## src/rtl/sec_counter.sv

```systemverilog
// MM:SS stopwatch counter: a DIV-cycle prescaler generates one-second steps that
// advance a four-digit BCD time value, controlled by a 2-bit run/pause/clear code.
module sec_counter #(
  parameter int DIV = 50000000
) (
  input  logic       clk,
  input  logic       reset,
  input  logic [1:0] en,
  output logic [3:0] sec_lo,
  output logic [3:0] sec_hi,
  output logic [3:0] min_lo,
  output logic [3:0] min_hi,
  output logic       tick,
  output logic       wrap,
  output logic       running
);

  localparam int PW = (DIV > 2) ? $clog2(DIV) : 1;
  localparam logic [PW-1:0] TERMINAL = PW'(DIV - 1);

  typedef enum logic [1:0] {
    IDLE  = 2'b00,
    RUN   = 2'b01,
    PAUSE = 2'b10
  } mode_t;

  mode_t         mode;
  logic [PW-1:0] prescale;

  // Every branch acts on the code sampled at this edge, so an en change that lands
  // on the prescaler terminal count is resolved entirely by the new code.
  always_ff @(posedge clk or negedge reset) begin
    if (!reset) begin
      mode     <= IDLE;
      prescale <= '0;
      sec_lo   <= 4'd0;
      sec_hi   <= 4'd0;
      min_lo   <= 4'd0;
      min_hi   <= 4'd0;
      tick     <= 1'b0;
      wrap     <= 1'b0;
    end else begin
      tick <= 1'b0;
      wrap <= 1'b0;
      case (en)
        2'b01: begin
          mode <= RUN;
          if (prescale >= TERMINAL) begin
            prescale <= '0;
            tick     <= 1'b1;
            // Range checks use >= so a corrupted digit still collapses back into BCD.
            if (sec_lo >= 4'd9) begin
              sec_lo <= 4'd0;
              if (sec_hi >= 4'd5) begin
                sec_hi <= 4'd0;
                if (min_lo >= 4'd9) begin
                  min_lo <= 4'd0;
                  if (min_hi >= 4'd5) begin
                    min_hi <= 4'd0;
                    wrap   <= 1'b1;
                  end else begin
                    min_hi <= min_hi + 4'd1;
                  end
                end else begin
                  min_lo <= min_lo + 4'd1;
                end
              end else begin
                sec_hi <= sec_hi + 4'd1;
              end
            end else begin
              sec_lo <= sec_lo + 4'd1;
            end
          end else begin
            prescale <= prescale + PW'(1);
          end
        end
        2'b10: begin
          mode <= PAUSE;
        end
        default: begin
          mode     <= IDLE;
          prescale <= '0;
          sec_lo   <= 4'd0;
          sec_hi   <= 4'd0;
          min_lo   <= 4'd0;
          min_hi   <= 4'd0;
        end
      endcase
    end
  end

  assign running = (mode == RUN);

endmodule

```

## config.mk

```make
export PLATFORM = sky130hd
export DESIGN_NAME = sec_counter
export DESIGN_NICKNAME = d
export VERILOG_FILES = /design/src/rtl/sec_counter.sv
export SDC_FILE = /design/constraint.sdc
export NUM_CORES = 1
export LEC_CHECK = 0
export ABC_AREA = 1
export BUFFER_PORTS_ARGS = -buffer_cell sky130_fd_sc_hd__buf_2
export CAP_MARGIN = 0
export CORE_MARGIN = 2
export CORE_UTILIZATION = 45
export DETAILED_ROUTE_END_ITERATION = 16
export RECOVER_POWER = 100
export SLEW_MARGIN = 20
export SYNTH_ARGS = -nofsm -noshare
export SYNTH_HDL_FRONTEND = slang
export SYNTH_SLANG_ARGS = --single-unit
```

## constraint.sdc

```tcl
create_clock -name clk -period 3.2 [get_ports clk]
set_input_delay 0.32 -clock clk [delete_from_list [all_inputs] [get_ports clk]]
set_output_delay 0.32 -clock clk [all_outputs]
set_load 0.005 [all_outputs]
```

== After elaboration in Yosys (flattened, before gate mapping) ==
Index checks and enable logic that the tools add are counted.

* $add $sub $neg: 5
* Magnitude comparators: 5
* Equal/unequal tests: 7
* Mux-type cells: 29
* Bitwise operators: 1
* Reductions and logical operators: 4

{| class="wikitable"
|+ Operator list
! cell !! count
|-
| 4-bit two-way mux || 14
|-
| 26-bit case mux with 2 select lines || 1
|-
| 4-bit case mux with 2 select lines || 4
|-
| 26-bit by 1-bit adder with 26-bit output, second input constant || 1
|-
| 26-bit >= comparator, second input constant || 1
|-
| 26-bit two-way mux || 1
|-
| 4-bit by 1-bit adder with 4-bit output, second input constant || 4
|-
| 4-bit by 3-bit >= comparator with 1-bit output, second input constant || 2
|-
| 4-bit >= comparator, second input constant || 2
|-
| 1-bit two-way mux || 8
|-
| 2-bit != test, second input constant || 4
|-
| 5-bit AND reduction || 1
|-
| 2-bit by 1-bit equality test with 1-bit output, second input constant || 2
|-
| 2-bit case mux with 2 select lines || 1
|-
| 4-bit AND reduction || 1
|-
| 3-bit AND reduction || 1
|-
| 2-bit equality test, second input constant || 1
|-
| 2-bit AND reduction || 1
|-
| 1-bit NOT || 1
|}

* Bits in registers: 46
* Input bits: 4
* Output and inout port bits: 19
* Word-level logic and storage cells: 59

== Logic depth before layout (Yosys ltp) ==
Gate-level depths: netlist (run 1).

* Depth after elaboration: 7
* Depth in mapped cells: 11
* Depth with buffers taken out: 11

== Worst setup path after synthesis (run 1) ==
OpenSTA, ideal clock, no wires.

* Path kind: reg2reg
* From: reg sec_lo[0]
* To: reg min_hi[2]
* Arrival: 1.460 ns
* Required time: 3.082 ns
* Path slack: 1.622 ns
* Cell stages (with the launch flop): 9
* Buffers on the path: 0
* Clock period less this slack: 1.578 ns
* Cells stage by stage: dfrtp_1 inv_1 ha_1 a21boi_1 nor2_2 nor3_2 nand2_4 nand2_1 o21ai_2

* Cells in the longest elaborated chain, start to end: 3

{| class="wikitable"
|+ RTL lines
! item !! line !! source
|-
| start: declaration || 9 || <nowiki>output logic [3:0] sec_lo,</nowiki>
|-
| start signal: assignment || 71 || <nowiki>sec_lo <= sec_lo + 4'd1;</nowiki>
|-
| 4-bit >= comparator || 52 || <nowiki>if (sec_lo >= 4'd9) begin</nowiki>
|-
| 2-bit != test (no line) || -- ||
|-
| 5-bit AND reduction (no line) || -- ||
|-
| end signal: assignment || 62 || <nowiki>min_hi <= min_hi + 4'd1;</nowiki>
|-
| end: declaration || 12 || <nowiki>output logic [3:0] min_hi,</nowiki>
|}

Every way passes these cells.
A chain may end at the register's enable or synchronous reset.

==> run metrics, run 1 <==
outcome=complete, but fails checks; failing checks=max-capacitance violations, max-slew violations; Max Transition Viols Final=47; ant diodes=0; ys async rst share=100%; wire length per cell=12.8 um; Sequential Power Share=between 50% and 60%; buffers and inverters on the worst path=1; Vias=2460; most frequent cell after synthesis=nand2_1; Synth cell types=31; Synth area leaders=dfrtp_1 (39%), nand2_1 (15%), nor2_1 (6.4%); critical path capture point type=async pin; Synth Register Bits=46; minimum clock period=~2.2 ns; Clock Pin Slew Worst Setup and Hold Paths=about 0.090 ns; final period utilization=68.4%; drt total wl=6320 um; Slew Limit Headroom=-66.0%; Fmax=457 MHz; Root Driver=clkbuf_8; CP Cell Sequence=clkbuf_1; Core Box Area=0.00635 mm^2; PD cells=approximately 340 mW/mm^2; post-synth top area cell=dfrtp_1; Pint=780 uW; # fillers=between 600 and 700; syn avg cell area=7.54 um^2; worst skew pair latency=approximately 0.3 ns; Net Sw Frac=between 20% and 30%; Hold Buf Count CTS=0; CP Max Fanout=46; total global routing overflow=0; row count=29; Max stage delay on crit path=1.73 ns; final setup TNS=0 ns; Die Y-Extent=84.9 um; Mapped Cells=approximately 390; layout cells sized above 1=10.1%; Layout Nets=433; top cell family by delay on the critical path=buffers and inverters; First DRT Iteration DRCs=199; vias in the first global route=around 2300; GRT met2 Usage=30.0%; CTS Buf Count=5; largest net degree at the start of global routing=47; remaining antenna violation count=0; Setup Buffers After CTS=0; Worst-Margin Slew=2.49 ns; Cell Area, Synth=around 0.003 mm^2; post-DP HPWL=about 4700 um; met1 Use GR=27.4%; Post-Synthesis Net Count=408; # clock sinks=46; clock share of power=33.5%; final worst setup slack=1.01 ns; H-tree depth=2; Worst setup SP type=input port; die area=0.00721 mm^2; post-cts gate resize count=0; worst setup path class=input port to async pin; Final Skew=0.00904 ns; pre-CTS setup slack=roughly 1.2 ns; critical path required time=3.09 ns; routed vias/inst=4.98; most frequent cells after synthesis=nand2_1 (120), nor2_1 (50), dfrtp_1 (46); top cell type's share of synthesized area=39.1%; VDD IR-drop max=0.213 mV; drt first pass iters=4; Synth warnings=0; Final Wtd Congestion=0.850; Max Cap Viol=1; first-pass GRT wire length=11100 um; gr usage total=between 10% and 20%; Post-synth EDFFs=0; Static Leakage=1.49 nW; Max clock buf depth=2; post-synthesis sequential area ratio=39.1%; worst path arrival time=around 2.1 ns; TritonCTS clock tree=done; Min-Delay Path Class=input port to flip-flop; Initial Util=46.4%; final setup violation count=0; RSZ-0062 raised after global routing=no; DR DRC count=0; layout overhead on the synthesized area=6.54%; met3 Track Usage GR=3.11%; I/O Pins=23; GR peak layer=met2; antenna violations before repair=0; Top FF cell, synth=dfrtp_1; total power=1.07 mW; number of port buffers=22; combinational power share=9.7%; final hold violation count=0; CP max-delay cell=clkbuf_1; Die X=between 80 and 90 um; Switch Pwr=295 uW
-- cells by family after synthesis --
family          Yosys count  synth area share [%]
compound gates           31                  6.71
xor+xnor                 20                  5.94
fa+ha+maj                13                  5.52
buf+inv                  51                  7.43
flops                    46                  39.1
simple gates            230                  35.3
-- layout make-up --
class / count / area [um^2] / share of cell area (%)
sequential: 46 / 1150 / 36.7
multi-input combinational: 294 / 1530 / 48.6
inverter: 46 / 173 / 5.50
clock buffer: 6 / 72.6 / 2.31
clock inverter: 2 / 13.8 / 0.438
tap: 77 / 96.3 / 3.07
timing repair buffer: 23 / 106 / 3.39
-- registers in the layout, indices dropped and copies added, names as in the netlist --
name	flops
tick	1
min_lo	4
wrap	1
sec_lo	4
sec_hi	4
prescale	26
mode	2
min_hi	4
-- placed cells by master (no fill, tap or decap), drive strengths merged, types with 3 or more instances in the layout --
master	Yosys	layout
ha	13	13
nor2	56	56
nand4	15	15
inv	45	45
nand2	125	125
o21ai	21	21
dfrtp	46	46
clkbuf	0	13
clkinv	1	3
xnor2	5	5
buf	5	16
nand3	23	23
nor3	10	10
xor2	15	15
o22ai	6	6
-- power by group through the flow --
stage	sequential, mW	clock (mW)	combinational [mW]
floorplan	0.620	0	0.0785
global placement	0.621	0	0.114
detailed placement	0.621	0	0.116
CTS	0.610	0.371	0.116
global route	0.613	0.397	0.123
finish	0.610	0.360	0.104
-- layer usage --
layer	vias to the layer above	part of all wire, %
li1	1287	-
met1	1118	49
met2	47	47
met3	8	3.2
met4	0	1.2
met5	-	0
-- per-stage QoR --
step	cells	util (%)	hold WS, ns	area, um^2
2_1_floorplan	391	-	0.0244	2950
3_3_place_gp	486	49.0	0.500	3110
3_5_place_dp	486	49.0	0.510	3110
4_1_cts	494	50.4	0.239	3200
5_1_grt	494	49.4	0.300	3140
6_report	494	49.4	0.310	3140
-- worst paths after layout --
kind	start	end	slack, ns	cells past startpoint
min reg2reg	min_hi[3]	min_hi[3]	0.53	2
max	reset	prescale[19]	1.01	1
min in group asynchronous	reset	prescale[22]	0.77	1
max reg2reg	prescale[0]	prescale[12]	1.12	10
min	en[1]	mode[0]	0.31	2
max in group clk	prescale[0]	prescale[12]	1.12	10
(Power assumes the default switching activity.)
==> inputs of run 2 (changes only) <==
--- a/config.mk
+++ b/config.mk
@@ -11,6 +11,7 @@
 export CORE_MARGIN = 2
 export CORE_UTILIZATION = 45
 export DETAILED_ROUTE_END_ITERATION = 16
+export PLACE_DENSITY = 0.65
 export RECOVER_POWER = 100
 export SLEW_MARGIN = 20
 export SYNTH_ARGS = -nofsm -noshare
==> constraint.sdc (replaced) <==
create_clock -name clk -period 1.9 [get_ports clk]
set_input_delay 0.19 -clock clk [delete_from_list [all_inputs] [get_ports clk]]
set_output_delay 0.19 -clock clk [all_outputs]
set_load 0.005 [all_outputs]
==> run 2 against run 1 <==
  * The flow now finishes without violations
  * Cell area is 5.6% higher
  * Hold slack worse by 0.13 ns
  * Non-clock buffer count is 12 higher
  * Count of clock-buffer cells in the layout is 1 higher
  * Largest cell class unchanged
  * Utilization is 2.8 points higher
  * Critical path type is now flip-flop to flip-flop
  * Total power is 81% higher
==> run metrics, run 2 (same netlist as run 1, synthesis figures left out) <==
outcome=complete, no violations (was complete, but fails checks); wire length per cell=13.0 um (was 12.8 um); worst skew pair latency=0.30 ns (about the same); flip-flop count of the largest register after layout=26 (unchanged); Die X=84.9 um (unchanged); critical path required time=2.13 ns (was 3.09 ns); layout cells sized above 1=15.3% (was 10.1%); die area=0.00721 mm^2 (unchanged); final setup violation count=0 (unchanged); routed vias/inst=4.97 (was 4.98); Final Wtd Congestion=0.946 (was 0.850); I/O Pins=23 (unchanged); Vias=2519 (was 2460); total global routing overflow=0 (unchanged); Critical Path Start=sec_hi[1] (was reset); remaining antenna violation count=0 (unchanged); Highest Signal Layer=met4 (unchanged); Most common cell on crit path=nand2_1; worst path arrival time=1.93 ns (was 2.08 ns); Root Driver=clkbuf_8 (unchanged); final worst setup slack=0.193 ns (was 1.01 ns); RSZ-0062 raised after global routing=no (unchanged); most common cell after layout, fill and taps aside=nand2_1 (unchanged); post-DP HPWL=5020 um (was 4650 um); Clock Pin Slew Worst Setup and Hold Paths=0.09 ns (about the same); layout overhead on the synthesized area=12.5% (was 6.54%); drt first pass iters=4 (unchanged); critical path capture point type=flip-flop (was async pin); row count=29 (unchanged); met2 routed WL=3020 um (was 2960 um); TritonCTS clock tree=done (unchanged); first-pass GRT wire length=12200 um (was 11100 um); total power=1.95 mW (was 1.07 mW); # clock sinks=46 (unchanged); Core Box Area=0.00635 mm^2 (unchanged); M1 WL=3330 um (was 3090 um); Max clock buf depth=2 (unchanged); PD cells=588 mW/mm^2 (was 342 mW/mm^2); final core utilization=52.2% (was 49.4%); final hold slack=0.183 ns (was 0.310 ns); Worst setup SP type=flip-flop (was input port); DR DRC count=0 (unchanged); worst r2r src=sec_hi[1] (was prescale[0]); final hold violation count=0 (unchanged); CP Max Fanout=8 (was 46); CP Cell Sequence=inv_1 > ha_1 > inv_1 > nand2_1 > a21oi_1 > nand2_2 > nand2_1 > nor3_2 > nand2_4 > nand2_1 > o21ai_2 (was clkbuf_1); Die Y-Extent=84.9 um (unchanged); CP max-delay cell=dfrtp_1 (was clkbuf_1); Layout Nets=446 (was 433); CP endpoint=min_hi[2] (was prescale[19]); worst r2r path cells=11 (was 10); ant diodes=0 (unchanged); worst setup path class=flip-flop to flip-flop (was input port to async pin); drt total wl=6580 um (was 6320 um); # fillers=629 (was 650); gr usage total=20.4% (was 19.1%); Most flops, register=prescale (unchanged); worst r2r dst=min_hi[2] (was prescale[12]); final setup TNS=0 ns (unchanged); Max Cap Viol=0 (was 1); vias in the first global route=2663 (was 2314); largest net degree at the start of global routing=27 (was 47); Slew Limit Headroom=56.9% (was -66.0%); CTS Buf Count=5 (unchanged); Max Transition Viols Final=0 (was 47); commonest cells after routing, fill and taps aside=nand2_1 (119), nor2_1 (51), dfrtp_1 (46) (was nand2_1 (123), nor2_1 (50), dfrtp_1 (46)); H-tree depth=2 (unchanged); Fmax=586 MHz; Min-Delay Path Class=input port to flip-flop (unchanged); First DRT Iteration DRCs=124 (was 199); minimum clock period=around 1.7 ns; Max stage delay on crit path=0.41 ns (was 1.73 ns); antenna violations before repair=0 (unchanged); number of port buffers=22 (unchanged); pre-CTS setup slack=0.145 ns (was 1.23 ns); Reg2Reg Setup Slack=0.19 ns (was 1.12 ns); VDD IR-drop max=0.318 mV (was 0.213 mV); wire length on met3=164 um (was 203 um); Initial Util=46.4% (unchanged); final period utilization=89.8%; Worst-Margin Slew=0.647 ns (was 2.49 ns); Final Skew=0.00771 ns (was 0.00904 ns); Hold Startpoint=en[1] (unchanged); Static Leakage=1.58 nW (was 1.49 nW)
run 2: changes by cell type in the layout (fill, tap and decap cells not counted), moves of 2 or more:
| cell | change |
|---|---|
| o21ai_2 | +6 |
| clkbuf_1 | +2 |
| nand3_1 | -2 |
| o21ai_0 | -7 |
| nand3_2 | +2 |
| nand2_4 | +2 |
| nand2_1 | -4 |
| inv_1 | -2 |
| inv_2 | +2 |
| buf_4 | +11 |
| nand2_2 | +2 |
run 2: cell type report:
type / instances / area [um^2] / area share (%)
sequential: 46 / 1150 / 34.7
multi-input combinational: 295 / 1590 / 47.9
clock inverter: 1 / 30.0 / 0.906
timing repair buffer: 35 / 199 / 6.00
clock buffer: 7 / 76.3 / 2.30
tap: 77 / 96.3 / 2.91
inverter: 46 / 173 / 5.21
run 2: worst min path at each step:
stage	end	slack [ns]	cells past startpoint
floorplan	min_hi[0]	-0.11	0
global placement	prescale[10]	0.22	1
detailed placement	prescale[10]	0.23	1
CTS	mode[0]	0.17	2
global route	mode[0]	0.17	2
finish	mode[0]	0.18	2
run 2: metal layers:
metal	global-route usage [%]	vias up
met5	0	-
met4	6.78	0
met3	2.82	8
met2	33.0	28
met1	28.4	1164
li1	-	1319
run 2: power breakdown:
group	internal, mW	switching, mW
combinational	0.0723	0.138
clock	0.394	0.318
sequential	0.998	0.0264
run 2: per-stage QoR:
step	instance area [um^2]	cells
finish	3310	507
detailed placement	3180	495
global placement	3180	495
global route	3310	507
CTS	3300	504
floorplan	2950	391
run 2: worst max-delay path, delay by kind of cell (launching register included):
family / cells / cell delay [ns]
AND/OR/NAND/NOR: 6 / 0.61
flip-flops: 1 / 0.41
AO/OA/AOI/OAI: 2 / 0.31
adder cells (fa/ha/maj): 1 / 0.18
buffers and inverters: 2 / 0.13
run 2: repair_timing:
item,in CTS,in global routing
hold buffers,1,0
setup buffers,0,2
gates resized for setup,0,1
hold endpoints to repair,25,0
endpoints found under the setup margin,0,19
==> inputs of run 3 (changes only) <==
--- a/config.mk
+++ b/config.mk
@@ -5,13 +5,11 @@
 export SDC_FILE = /design/constraint.sdc
 export NUM_CORES = 1
 export LEC_CHECK = 0
-export ABC_AREA = 1
 export BUFFER_PORTS_ARGS = -buffer_cell sky130_fd_sc_hd__buf_2
 export CAP_MARGIN = 0
 export CORE_MARGIN = 2
-export CORE_UTILIZATION = 45
+export CORE_UTILIZATION = 41
 export DETAILED_ROUTE_END_ITERATION = 16
-export PLACE_DENSITY = 0.65
 export RECOVER_POWER = 100
 export SLEW_MARGIN = 20
 export SYNTH_ARGS = -nofsm -noshare
==> run 3 against run 2 <==
  * The run now ends with negative setup slack left
  * Wire length increased by 2.1%
  * Hold slack improved by 0.036 ns
  * Maximum frequency decreased by 11%
  * Critical endpoint is now min_lo[0]
  * Highest routed layer unchanged
  * Total power increased by 1.8%
  * Largest cell class unchanged
==> run metrics, run 3 <==
Clock Pin Slew Worst Setup and Hold Paths=0.09 ns (about the same); Worst-Margin Slew=0.805 ns (was 0.647 ns); most frequent cell after synthesis=dfrtp_1 (was nand2_1); antenna violations before repair=0 (unchanged); final hold violation count=0 (unchanged); XOR/XNOR share of the synthesized area=0% (was 5.94%); DR DRC count=0 (unchanged); post-DP HPWL=5020 um (about the same); Max Cap Viol=0 (unchanged); Root Driver=clkbuf_8 (unchanged); post-synth top area cell=dfrtp_1 (unchanged); layout cells sized above 1=33.1% (was 15.3%); gr usage total=19.2% (was 20.4%); TritonCTS clock tree=done (unchanged); layout overhead on the synthesized area=31.5% (was 12.5%); routed vias/inst=5.36 (was 4.97); most common cell after layout, fill and taps aside=buf_4 (was nand2_1); total global routing overflow=0 (unchanged); flip-flop count of the largest register after layout=26 (unchanged); placed cell area=0.00336 mm^2 (was 0.00318 mm^2); minimum clock period=1.93 ns (was 1.71 ns); Cell Area, Synth=0.00273 mm^2 (was 0.00295 mm^2); drt total wl=6720 um (was 6580 um); buffers and inverters on the worst path=2 (unchanged); Synth cell types=47 (was 31); VDD IR-drop max=0.378 mV (was 0.318 mV); PD cells=554 mW/mm^2 (was 588 mW/mm^2); largest net degree at the start of global routing=20 (was 27); Mapped Cells=302 (was 391); Max Transition Viols Final=0 (unchanged); die area=0.00731 mm^2 (was 0.00721 mm^2); final setup violation count=3 (was 0); remaining antenna violation count=0 (unchanged); simple-gate share of the synthesized area=24.5% (was 35.3%); Final Cell Area=0.00358 mm^2 (was 0.00331 mm^2); Compound-Gate Fraction of Synth Area=18.8% (was 6.71%); ys async rst share=100% (unchanged); Most flops, register=prescale (unchanged); Vias=2486 (was 2519); Top FF cell, synth=dfrtp_1 (unchanged); final setup TNS=-0.0711 ns (was 0 ns); vias in the first global route=2412 (was 2663); CP Cell Sequence=inv_1 > ha_2 > nand2b_1 > a21oi_2 > and2_4 > or2_4 > buf_6 > or3_4 > mux2i_1 (was inv_1 > ha_1 > inv_1 > nand2_1 > a21oi_1 > nand2_2 > nand2_1 > nor3_2 > nand2_4 > nand2_1 > o21ai_2); Core Box Area=0.00639 mm^2 (was 0.00635 mm^2); Static Leakage=1.69 nW (was 1.58 nW); ant diodes=0 (unchanged); I/O Pins=23 (unchanged); top cell type's share of synthesized area=42.2% (was 39.1%); final period utilization=101% (was 89.8%); CP Max Fanout=5 (was 8); critical path capture point type=flip-flop (unchanged); wire length per cell=14.5 um (was 13.0 um); Min-Delay Path Class=input port to flip-flop (unchanged); row count=29 (unchanged); worst setup path class=flip-flop to flip-flop (unchanged); H-tree depth=2 (unchanged); post-synthesis sequential area ratio=42.2% (was 39.1%); Reg2Reg Setup Slack=-0.03 ns (was 0.19 ns); Initial Util=42.7% (was 46.4%); largest family of logic cells by synthesized area=simple AND/OR/NAND/NOR gates (unchanged); post-synthesis mux area share=2.71% (was 0%); critical path required time=2.11 ns (was 2.13 ns); Synth area leaders=dfrtp_1 (42%), ha_1 (6.0%), nand2_1 (4.8%) (was dfrtp_1 (39%), nand2_1 (15%), nor2_1 (6.4%)); Die Y-Extent=85.5 um (was 84.9 um); Max stage delay on crit path=0.39 ns (was 0.41 ns); worst path arrival time=2.14 ns (was 1.93 ns); syn avg cell area=9.02 um^2 (was 7.54 um^2); Synth warnings=0 (unchanged); Max clock buf depth=2 (unchanged); Post-synth EDFFs=0 (unchanged); Die X=85.5 um (was 84.9 um); Final Wtd Congestion=0.831 (was 0.946); top cell family by delay on the critical path=simple AND/OR/NAND/NOR gates (unchanged); Adder-Cell Fraction of Synth Area=5.97% (was 5.52%); commonest cells after routing, fill and taps aside=buf_4 (54), dfrtp_1 (46), nand2_1 (35) (was nand2_1 (119), nor2_1 (51), dfrtp_1 (46)); outcome=complete, but fails checks (was complete, no violations); # clock sinks=46 (unchanged); CTS Buf Count=5 (unchanged); worst skew pair latency=0.30 ns (about the same); CP max-delay cell=dfrtp_1 (unchanged); final worst setup slack=-0.0283 ns (was 0.193 ns); first-pass GRT wire length=11300 um (was 12200 um); Slew Limit Headroom=46.3% (was 56.9%); # fillers=579 (was 629); number of port buffers=22 (unchanged); Layout Nets=403 (was 446); failing checks=negative setup slack; most frequent cells after synthesis=dfrtp_1 (46), nand2_1 (35), o21ai_0 (22) (was nand2_1 (120), nor2_1 (50), dfrtp_1 (46)); drt first pass iters=4 (unchanged); First DRT Iteration DRCs=158 (was 124); RSZ-0062 raised after global routing=yes (was no); Fmax=519 MHz (was 586 MHz); final core utilization=56.1% (was 52.2%); Synth Register Bits=46 (unchanged); Final Skew=0.00973 ns (was 0.00771 ns); Post-Synthesis Net Count=319 (was 408); Worst setup SP type=flip-flop (unchanged)
run 3: changes by cell type after synthesis, moves of 10 or more:
cell / before / now
nor2_1: 50 / 16
o21ai_0: 12 / 22
xor2_1: 15 / 0
a31oi_1: 0 / 13
inv_1: 39 / 18
nand2_1: 120 / 35
a21oi_1: 2 / 16
nand4_1: 14 / 4
run 3: repair_timing:
item / in CTS / in global routing
endpoints found under the setup margin: 12 / 36
pin swaps: 8 / 6
buffers inserted: 2 / 5
endpoints found under the hold margin: 13 / 0
hold buffers: 1 / 0
resized for setup: 10 / 18
run 3: area by class of cell:
cell class	instances	area, um^2	share of cell area (%)
multi-input combinational	222	1550	43.4
timing repair buffer	93	623	17.4
tap	77	96.3	2.69
sequential	46	1150	32.1
clock inverter	1	5.00	0.140
clock buffer	7	86.3	2.41
inverter	18	67.6	1.89
run 3: cell families (layout without fill, tap and decap cells):
kind of cell	count (synthesis)	after routing
simple gates	121	121
compound gates	81	81
flops	46	46
buf+inv	34	119
fa+ha+maj	13	13
mux	7	7
run 3: final timing paths:
| path | start | end | depth (start not counted) |
|---|---|---|---|
| min | en[1] | tick | 3 |
| min in group asynchronous | reset | sec_hi[1] | 2 |
| max in group asynchronous | reset | min_lo[0] | 3 |
| max reg2reg | sec_hi[0] | min_lo[0] | 9 |
| max | sec_hi[0] | min_lo[0] | 9 |
| min reg2reg | min_lo[3] | min_lo[3] | 1 |
run 3: per-stage QoR:
stage	setup slack (ns)	total power, mW	instances	hold slack, ns
floorplan	-0.0120	1.22	302	-0.106
global route	-0.128	2.07	464	0.212
finish	-0.0283	1.98	464	0.218
global placement	-0.0423	1.34	448	0.109
CTS	-0.0860	1.99	459	0.200
detailed placement	-0.0951	1.35	448	0.113
run 3: worst min-delay path, stage by stage:
cell and delay [ns]:
buf_2 0.11, a311oi_1 0.05, buf_4 0.13
run 3: metal layers:
| layer | vias to the layer above | global-route usage (%) | share of wire [%] |
|---|---|---|---|
| li1 | 1258 | - | - |
| met1 | 1201 | 27.9 | 51 |
| met2 | 23 | 30.4 | 47 |
| met3 | 4 | 2.60 | 1.7 |
| met4 | 0 | 4.62 | 0.76 |
| met5 | - | 0 | 0 |
run 3: where the power goes:
group          leakage, nW  internal [mW]  switching (mW)
clock network       0.0482          0.294           0.339
registers            0.635           1.01          0.0374
logic                 1.00          0.134           0.170
